[src/rtl/cpu_issue_sequencer.sv]
// rtl/cpu_issue_sequencer.sv - single-issue instruction sequencer with per-resource recovery tracking
//
// Steps each accepted instruction through FETCH -> DECODE -> EXECUTE, produces a
// one-cycle completion pulse with the computed result, and keeps the target
// resource busy for RECOV cycles after completion.
//
// Ports:
//   clk, rst                         clock, asynchronous active-high reset
//   req_valid/req_ready              request handshake (accept = valid && ready at posedge)
//   req_addr, req_data               instruction address and operand
//   req_instr                        opcode: 0 NOP, 1 PASS, 2 INC, 3 DEC, 4 INV, 5-7 as PASS
//   req_res                          target resource index
//   mode                             0 IDLE, 1 FETCH, 2 DECODE, 3 EXECUTE
//   busy                             per-resource recovery flags
//   done_valid/done_addr/done_result completion pulse and its held payload
//   stall_cnt                        saturating count of stalled request cycles
module cpu_issue_sequencer #(
  parameter int ADDR_W   = 16,
  parameter int DATA_W   = 16,
  parameter int N_RES    = 4,
  parameter int EXEC_LAT = 2,
  parameter int RECOV    = 3,
  localparam int RES_W   = (N_RES > 1) ? $clog2(N_RES) : 1
) (
  input  logic              clk,
  input  logic              rst,
  input  logic              req_valid,
  output logic              req_ready,
  input  logic [ADDR_W-1:0] req_addr,
  input  logic [DATA_W-1:0] req_data,
  input  logic [2:0]        req_instr,
  input  logic [RES_W-1:0]  req_res,
  output logic [1:0]        mode,
  output logic [N_RES-1:0]  busy,
  output logic              done_valid,
  output logic [ADDR_W-1:0] done_addr,
  output logic [DATA_W-1:0] done_result,
  output logic [15:0]       stall_cnt
);

  localparam logic [1:0] S_IDLE   = 2'd0;
  localparam logic [1:0] S_FETCH  = 2'd1;
  localparam logic [1:0] S_DECODE = 2'd2;
  localparam logic [1:0] S_EXEC   = 2'd3;

  localparam logic [2:0] OP_NOP  = 3'd0;
  localparam logic [2:0] OP_INC  = 3'd2;
  localparam logic [2:0] OP_DEC  = 3'd3;
  localparam logic [2:0] OP_INV  = 3'd4;

  localparam int ECNT_W = (EXEC_LAT > 1) ? $clog2(EXEC_LAT) : 1;
  localparam int RCNT_W = (RECOV > 0) ? $clog2(RECOV + 1) : 1;

  logic [ADDR_W-1:0] cap_addr;
  logic [DATA_W-1:0] cap_data;
  logic [2:0]        cap_instr;
  logic [RES_W-1:0]  cap_res;
  logic [ECNT_W-1:0] ecnt;
  logic [RCNT_W-1:0] rcnt [N_RES];
  logic [DATA_W-1:0] exec_result;
  logic              complete;
  logic              res_ok;
  logic              busy_sel;
  logic [31:0]       req_res_ext;

  // Resource range check is done at 32 bits so a non-power-of-two N_RES
  // rejects the unused encodings.
  assign req_res_ext = 32'(req_res);
  assign res_ok      = (req_res_ext < 32'(N_RES));

  // Loop-based select keeps out-of-range indices from addressing past busy[].
  always_comb begin
    busy_sel = 1'b0;
    for (int i = 0; i < N_RES; i++) begin
      if (req_res_ext == 32'(i)) busy_sel = busy[i];
    end
  end

  assign req_ready = !rst && (mode == S_IDLE) && res_ok && !busy_sel;

  always_comb begin
    exec_result = cap_data;
    case (cap_instr)
      OP_INC:  exec_result = cap_data + DATA_W'(1);
      OP_DEC:  exec_result = cap_data - DATA_W'(1);
      OP_INV:  exec_result = ~cap_data;
      default: exec_result = cap_data;
    endcase
  end

  assign complete = (mode == S_EXEC) && (ecnt == '0);

  always_ff @(posedge clk or posedge rst) begin
    if (rst) begin
      mode        <= S_IDLE;
      ecnt        <= '0;
      cap_addr    <= '0;
      cap_data    <= '0;
      cap_instr   <= '0;
      cap_res     <= '0;
      done_valid  <= 1'b0;
      done_addr   <= '0;
      done_result <= '0;
    end else begin
      done_valid <= 1'b0;
      case (mode)
        S_IDLE: begin
          if (req_valid && req_ready) begin
            cap_addr  <= req_addr;
            cap_data  <= req_data;
            cap_instr <= req_instr;
            cap_res   <= req_res;
            mode      <= S_FETCH;
          end
        end
        S_FETCH: mode <= S_DECODE;
        S_DECODE: begin
          if (cap_instr == OP_NOP) begin
            mode <= S_IDLE;
          end else begin
            mode <= S_EXEC;
            ecnt <= ECNT_W'(EXEC_LAT - 1);
          end
        end
        S_EXEC: begin
          if (complete) begin
            mode        <= S_IDLE;
            done_valid  <= 1'b1;
            done_addr   <= cap_addr;
            done_result <= exec_result;
          end else begin
            ecnt <= ecnt - ECNT_W'(1);
          end
        end
        default: mode <= S_IDLE;
      endcase
    end
  end

  // Loading RECOV at the completion edge makes busy high for exactly RECOV
  // cycles starting with the done_valid cycle; RECOV=0 loads zero.
  always_ff @(posedge clk or posedge rst) begin
    if (rst) begin
      for (int i = 0; i < N_RES; i++) rcnt[i] <= '0;
    end else begin
      for (int i = 0; i < N_RES; i++) begin
        if (complete && (32'(cap_res) == 32'(i))) begin
          rcnt[i] <= RCNT_W'(RECOV);
        end else if (rcnt[i] != '0) begin
          rcnt[i] <= rcnt[i] - RCNT_W'(1);
        end
      end
    end
  end

  always_comb begin
    for (int i = 0; i < N_RES; i++) busy[i] = (rcnt[i] != '0);
  end

  always_ff @(posedge clk or posedge rst) begin
    if (rst) begin
      stall_cnt <= '0;
    end else if (req_valid && !req_ready && (stall_cnt != 16'hFFFF)) begin
      stall_cnt <= stall_cnt + 16'd1;
    end
  end

endmodule

[config.mk]
export PLATFORM = sky130hd
export DESIGN_NAME = cpu_issue_sequencer
export DESIGN_NICKNAME = d
export VERILOG_FILES = /design/src/rtl/cpu_issue_sequencer.sv
export SDC_FILE = /design/constraint.sdc
export NUM_CORES = 1
export LEC_CHECK = 0
export ABC_AREA = 0
export BUFFER_PORTS_ARGS = -buffer_cell sky130_fd_sc_hd__buf_2
export CAP_MARGIN = 10
export CORE_MARGIN = 1.5
export CORE_UTILIZATION = 35
export DETAILED_ROUTE_END_ITERATION = 12
export PLACE_DENSITY = 0.63
export SETUP_SLACK_MARGIN = 0.5
export SLEW_MARGIN = 10
export SYNTH_ARGS = -nofsm -noshare
export SYNTH_HDL_FRONTEND = slang
export SYNTH_SLANG_ARGS = --single-unit
[constraint.sdc]
create_clock -name clk -period 3.2 [get_ports clk]
set_clock_uncertainty 0.15 [all_clocks]
set_input_delay 0.64 -clock clk [delete_from_list [all_inputs] [get_ports clk]]
set_output_delay 0.64 -clock clk [all_outputs]
set_load 0.005 [all_outputs]
==> results.txt <==
----------------------------------------------------
[Setup path]
  Critical path type ... register to register
  Slowest CP cell ... sky130_fd_sc_hd__dfrtp_1
  Critical path data arrival time ... roughly 2.7 ns
  CP max stage delay ... approximately 0.38 ns
  Cell class contributing the biggest share of worst-path delay ... simple AND/OR/NAND/NOR gates
  Critical Path, Cell by Cell ... nor2b_4, nand2_2, clkinv_4, buf_8, buf_4, ha_4, nand2_2, or3_4, nand2_2, mux2_4, o221ai_2, o32a_1
  Data required, critical path ... between 3 and 4 ns
  Most numerous cell on the critical path ... sky130_fd_sc_hd__nand2_2
  Worst setup SP type ... register
  Maximum net fanout on the critical path ... 7
  Category of the worst setup path capture point ... register
  Worst path bufs/invs ... 3

[Status]
  Outcome ... finished, final reports clean

[STA]
  Number of max-slew violations in the final report ... 0
  Worst Max-Slew Pin Slew ... 0.609 ns
  Total Neg Setup Slack ... 0 ns
  Final setup viols ... 0
  Final worst path period share ... 0.817
  Endpoints failing hold ... 0
  Min Clock Period, post-route ... around 2.6 ns
  Worst slew margin relative to its limit ... 0.593
  Unrepaired setup endpoints after global routing ... true
  Maximum operating frequency ... approximately 0.38 GHz

[Power]
  Clock power frac ... 0.179
  Static leakage power ... 3.07 nW
  Switching part of the total power ... 0.393
  Worst IR drop on VDD ... about 440 uV
  Net switching power figure ... about 2.5 mW
  Relative contribution of sequential cells to total power ... 0.349
  Power share of the combinational group ... 0.472
  Internal power component ... roughly 3.8 mW
  Power per Cell Area ... between 1000 and 1500 nW/um^2

[Floorplan]
  Top-level port count ... 96
  Std-Cell Rows ... 43
  Area of the core ... ~14000 sq um
  Die X-Extent ... around 120 microns
  Starting density of the core ... 0.359
  Overall die area ... 15000 sq um
  Overall die height ... 123 microns

[Layout]
  Net count of the finished layout ... roughly 660
  Share of layout cells above drive strength 1 ... 0.358
  Number of cells in the finished layout apart from fillers ... 780
  Filler instances ... approximately 1300
  End-of-flow core utilization ... 0.454
  Synth-to-Final Area Change ... 26.4%
  Diodes inserted ... 0

[Synthesis]
  Adder-cell area share of the yosys netlist ... 0.0515
  Number of distinct library cell variants in the gate-level netlist after synthesis ... 51
  Count of warnings emitted by yosys ... 0
  Fraction of post-synthesis cell area in the top cell type by area ... 0.485
  Post-synthesis share of cell area spent on xor and xnor gates ... 0.0525
  Top post-synthesis cells by area ... sky130_fd_sc_hd__dfrtp_1, sky130_fd_sc_hd__mux2_2, sky130_fd_sc_hd__nand2_1
  Proportion of synthesized area in mux cells ... 0.109
  List of most frequent post-synthesis cells ... sky130_fd_sc_hd__dfrtp_1, sky130_fd_sc_hd__nand2_1, sky130_fd_sc_hd__mux2_2
  Yosys reg bits ... just under 100
  Average cell area after synthesis ... just over 10 sq um
  Post-synth top area cell ... sky130_fd_sc_hd__dfrtp_1
  Number of synthesized flops with an enable pin ... 0
  Synth async-reset ratio ... 1.00
  Synthesized net count ... ~550
  Predominant post-synthesis flop cell ... sky130_fd_sc_hd__dfrtp_1
  Simple-gate area share of the yosys netlist ... 0.151
  Combinational family with the most area after synthesis ... simple AND/OR/NAND/NOR gates
  Most common cell in the synthesized netlist ... sky130_fd_sc_hd__dfrtp_1
  Total standard cell area after synthesis ... around 5000 sq um
  Complex-gate fraction of the synthesized area ... 0.121
  Cell count after synthesis ... ~490
  Sequential cell area fraction in the yosys report ... 0.485

[Routing]
  Total vias in the final route ... 4041
  Avg Vias per Cell ... around 5.2
  ANT nets after route ... 0
  Number of design rule violations left after detail routing ... 0
  Total Routed Length ... 12.3 mm
  First drt pass iteration count ... 4
  Number of violations reported at the end of detailed-routing iteration 0 ... between 200 and 250
  Average wire per standard cell ... ~16 microns

[Place]
  Routability congestion estimate ... just over 0.9
  Count of placed standard cells including taps ... about 750
  Sum of net half-perimeters after detailed placement ... around 8.5 mm
  Total of buffers placed on input and output ports ... between 90 and 100

[Run]
  Max-capacitance violation count ... 0

[GRT]
  Global-route wire length before repair ... slightly below 20 mm
  Number of antenna violations at the first check in global routing ... 0
  Number of global-route vias before repair ... 3925
  Maximum number of pins on one net before global-route repair ... 46
  Global route total overflow ... 0
  Combined global-route utilization of all metal layers ... 0.169

[Clocking]
  Maximum buffer depth of the clock tree ... 2
  Number of levels in the clock H-tree ... 3
  Later-pin clock latency in the skew report ... between 0.3 and 0.4 ns
  Worst-path clk slew ... 0.07 ns
  CTS root buf ... sky130_fd_sc_hd__clkbuf_16
  Clock sinks ... 97
  CTS Buf Count ... 9
  CTS tree ... done

[Worst hold path]
  Worst min path class ... primary input to asynchronous set/reset pin

----------------------------------------------------
-- final cells by class --
type / instances / area, sq um / area share
clock inverters: 7 / 83.8 / 0.0133
flip-flops and latches: 97 / 2430 / 0.384
clock buffers: 9 / 225 / 0.0356
multi-input cells: 350 / 2600 / 0.412
inverters: 18 / 76.3 / 0.0121
repair buffers: 119 / 679 / 0.107
well taps: 180 / 225 / 0.0356
-- metal layers --
metal	track usage	up-vias	wire, microns
met4	0.0501	0	219
met1	0.213	2001	5510
met5	0	-	0
li1	-	1928	-
met2	0.280	98	6040
met3	0.0493	14	577
-- worst register-to-register path, stage by stage, from the launching register on --
cell and delay (ns):
sky130_fd_sc_hd__dfrtp_1 0.38, sky130_fd_sc_hd__nor2b_4 0.13, sky130_fd_sc_hd__nand2_2 0.10, sky130_fd_sc_hd__clkinv_4 0.11, sky130_fd_sc_hd__buf_8 0.15, sky130_fd_sc_hd__buf_4 0.14, sky130_fd_sc_hd__ha_4 0.29, sky130_fd_sc_hd__nand2_2 0.05
sky130_fd_sc_hd__or3_4 0.38, sky130_fd_sc_hd__nand2_2 0.06, sky130_fd_sc_hd__mux2_4 0.14, sky130_fd_sc_hd__o221ai_2 0.09, sky130_fd_sc_hd__o32a_1 0.34
-- power groups by stage --
stage          Combinational, mW  Clock [mW]  Sequential (mW)
3_5_place_dp                2.60           0             2.22
4_1_cts                     2.73        1.17             2.20
2_1_floorplan               1.85           0             2.11
3_3_place_gp                2.53           0             2.19
6_report                    2.98        1.13             2.21
5_1_grt                     3.33        1.22             2.28
-- layout by cell type, fill, tap and decap left out, types with 3 or more instances in the layout --
cell type,synthesis,routed
sky130_fd_sc_hd__a21oi_1,21,18
sky130_fd_sc_hd__nand4_1,5,5
sky130_fd_sc_hd__nor3_1,5,5
sky130_fd_sc_hd__ha_2,0,3
sky130_fd_sc_hd__o211ai_1,5,5
sky130_fd_sc_hd__o21a_1,4,4
sky130_fd_sc_hd__nor2_1,24,24
sky130_fd_sc_hd__buf_4,0,21
sky130_fd_sc_hd__mux2i_1,7,7
sky130_fd_sc_hd__o21ai_0,26,22
sky130_fd_sc_hd__a221oi_1,7,6
sky130_fd_sc_hd__o21ai_1,0,3
sky130_fd_sc_hd__mux2_2,40,39
sky130_fd_sc_hd__ha_1,19,11
sky130_fd_sc_hd__nand2_1,88,83
sky130_fd_sc_hd__clkbuf_16,0,9
sky130_fd_sc_hd__nand3_1,11,11
sky130_fd_sc_hd__inv_1,18,16
sky130_fd_sc_hd__dfrtp_1,97,95
sky130_fd_sc_hd__ha_4,0,5
sky130_fd_sc_hd__xor2_1,12,12
sky130_fd_sc_hd__xnor2_1,18,18
sky130_fd_sc_hd__a21o_1,6,5
sky130_fd_sc_hd__nor4_1,3,3
sky130_fd_sc_hd__buf_2,5,95
sky130_fd_sc_hd__nand2_2,0,5
sky130_fd_sc_hd__and3_1,7,7
-- flip-flops by register name, summed over array words and instances (netlist names) --
| signal | cells |
|---|---|
| cap_res | 2 |
| ecnt | 1 |
| cap_data | 16 |
| done_result | 16 |
| done_valid | 1 |
| mode | 2 |
| cap_addr | 16 |
| cap_instr | 3 |
| rcnt | 8 |
| stall_cnt | 16 |
| done_addr | 16 |
-- cells by family after synthesis --
logic type / Yosys count
buf+inv: 38
simple gates: 163
flops: 97
fa+ha+maj: 20
compound gates: 89
xor+xnor: 30
mux: 48
-- per-stage QoR --
step           cell area (sq um)  total power [mW]  hold slack [ns]  worst slack (ns)
2_1_floorplan               5020              3.97            0.283             0.512
3_3_place_gp                5710              4.72            0.289             0.367
3_5_place_dp                5710              4.82            0.301             0.318
4_1_cts                     6120              6.10           0.0741             0.514
5_1_grt                     6320              6.84           0.0861             0.449
6_report                    6320              6.33           0.0820             0.584
-- path summary, 6_finish.rpt --
path                                          startpoint                     endpoint  slack [ns]  depth (start not counted)
worst max register to register  cap_instr[1]$_DFFE_PP0P_  done_result[14]$_DFFE_PP0P_        0.58                         12
worst min register to register  cap_addr[10]$_DFFE_PP0P_    done_addr[10]$_DFFE_PP0P_        0.31                          2
min in group clk                cap_addr[10]$_DFFE_PP0P_    done_addr[10]$_DFFE_PP0P_        0.31                          2
worst min-delay path                                 rst     stall_cnt[2]$_DFFE_PP0P_        0.08                          2
worst max-delay path            cap_instr[1]$_DFFE_PP0P_  done_result[14]$_DFFE_PP0P_        0.58                         12
max in group asynchronous                            rst     cap_instr[0]$_DFFE_PP0P_        1.98                          3
-- repair_timing --
| item | in CTS | in global routing |
|---|---|---|
| endpoints found under the hold margin | 0 | 0 |
| resized for setup | 11 | 32 |
| pin swaps | 2 | 12 |
| cloned | 0 | 0 |
| setup endpoints to repair | 8 | 11 |
| setup buffers | 8 | 8 |
| hold buffers | 0 | 0 |
Power figures use the tool's default switching activity.
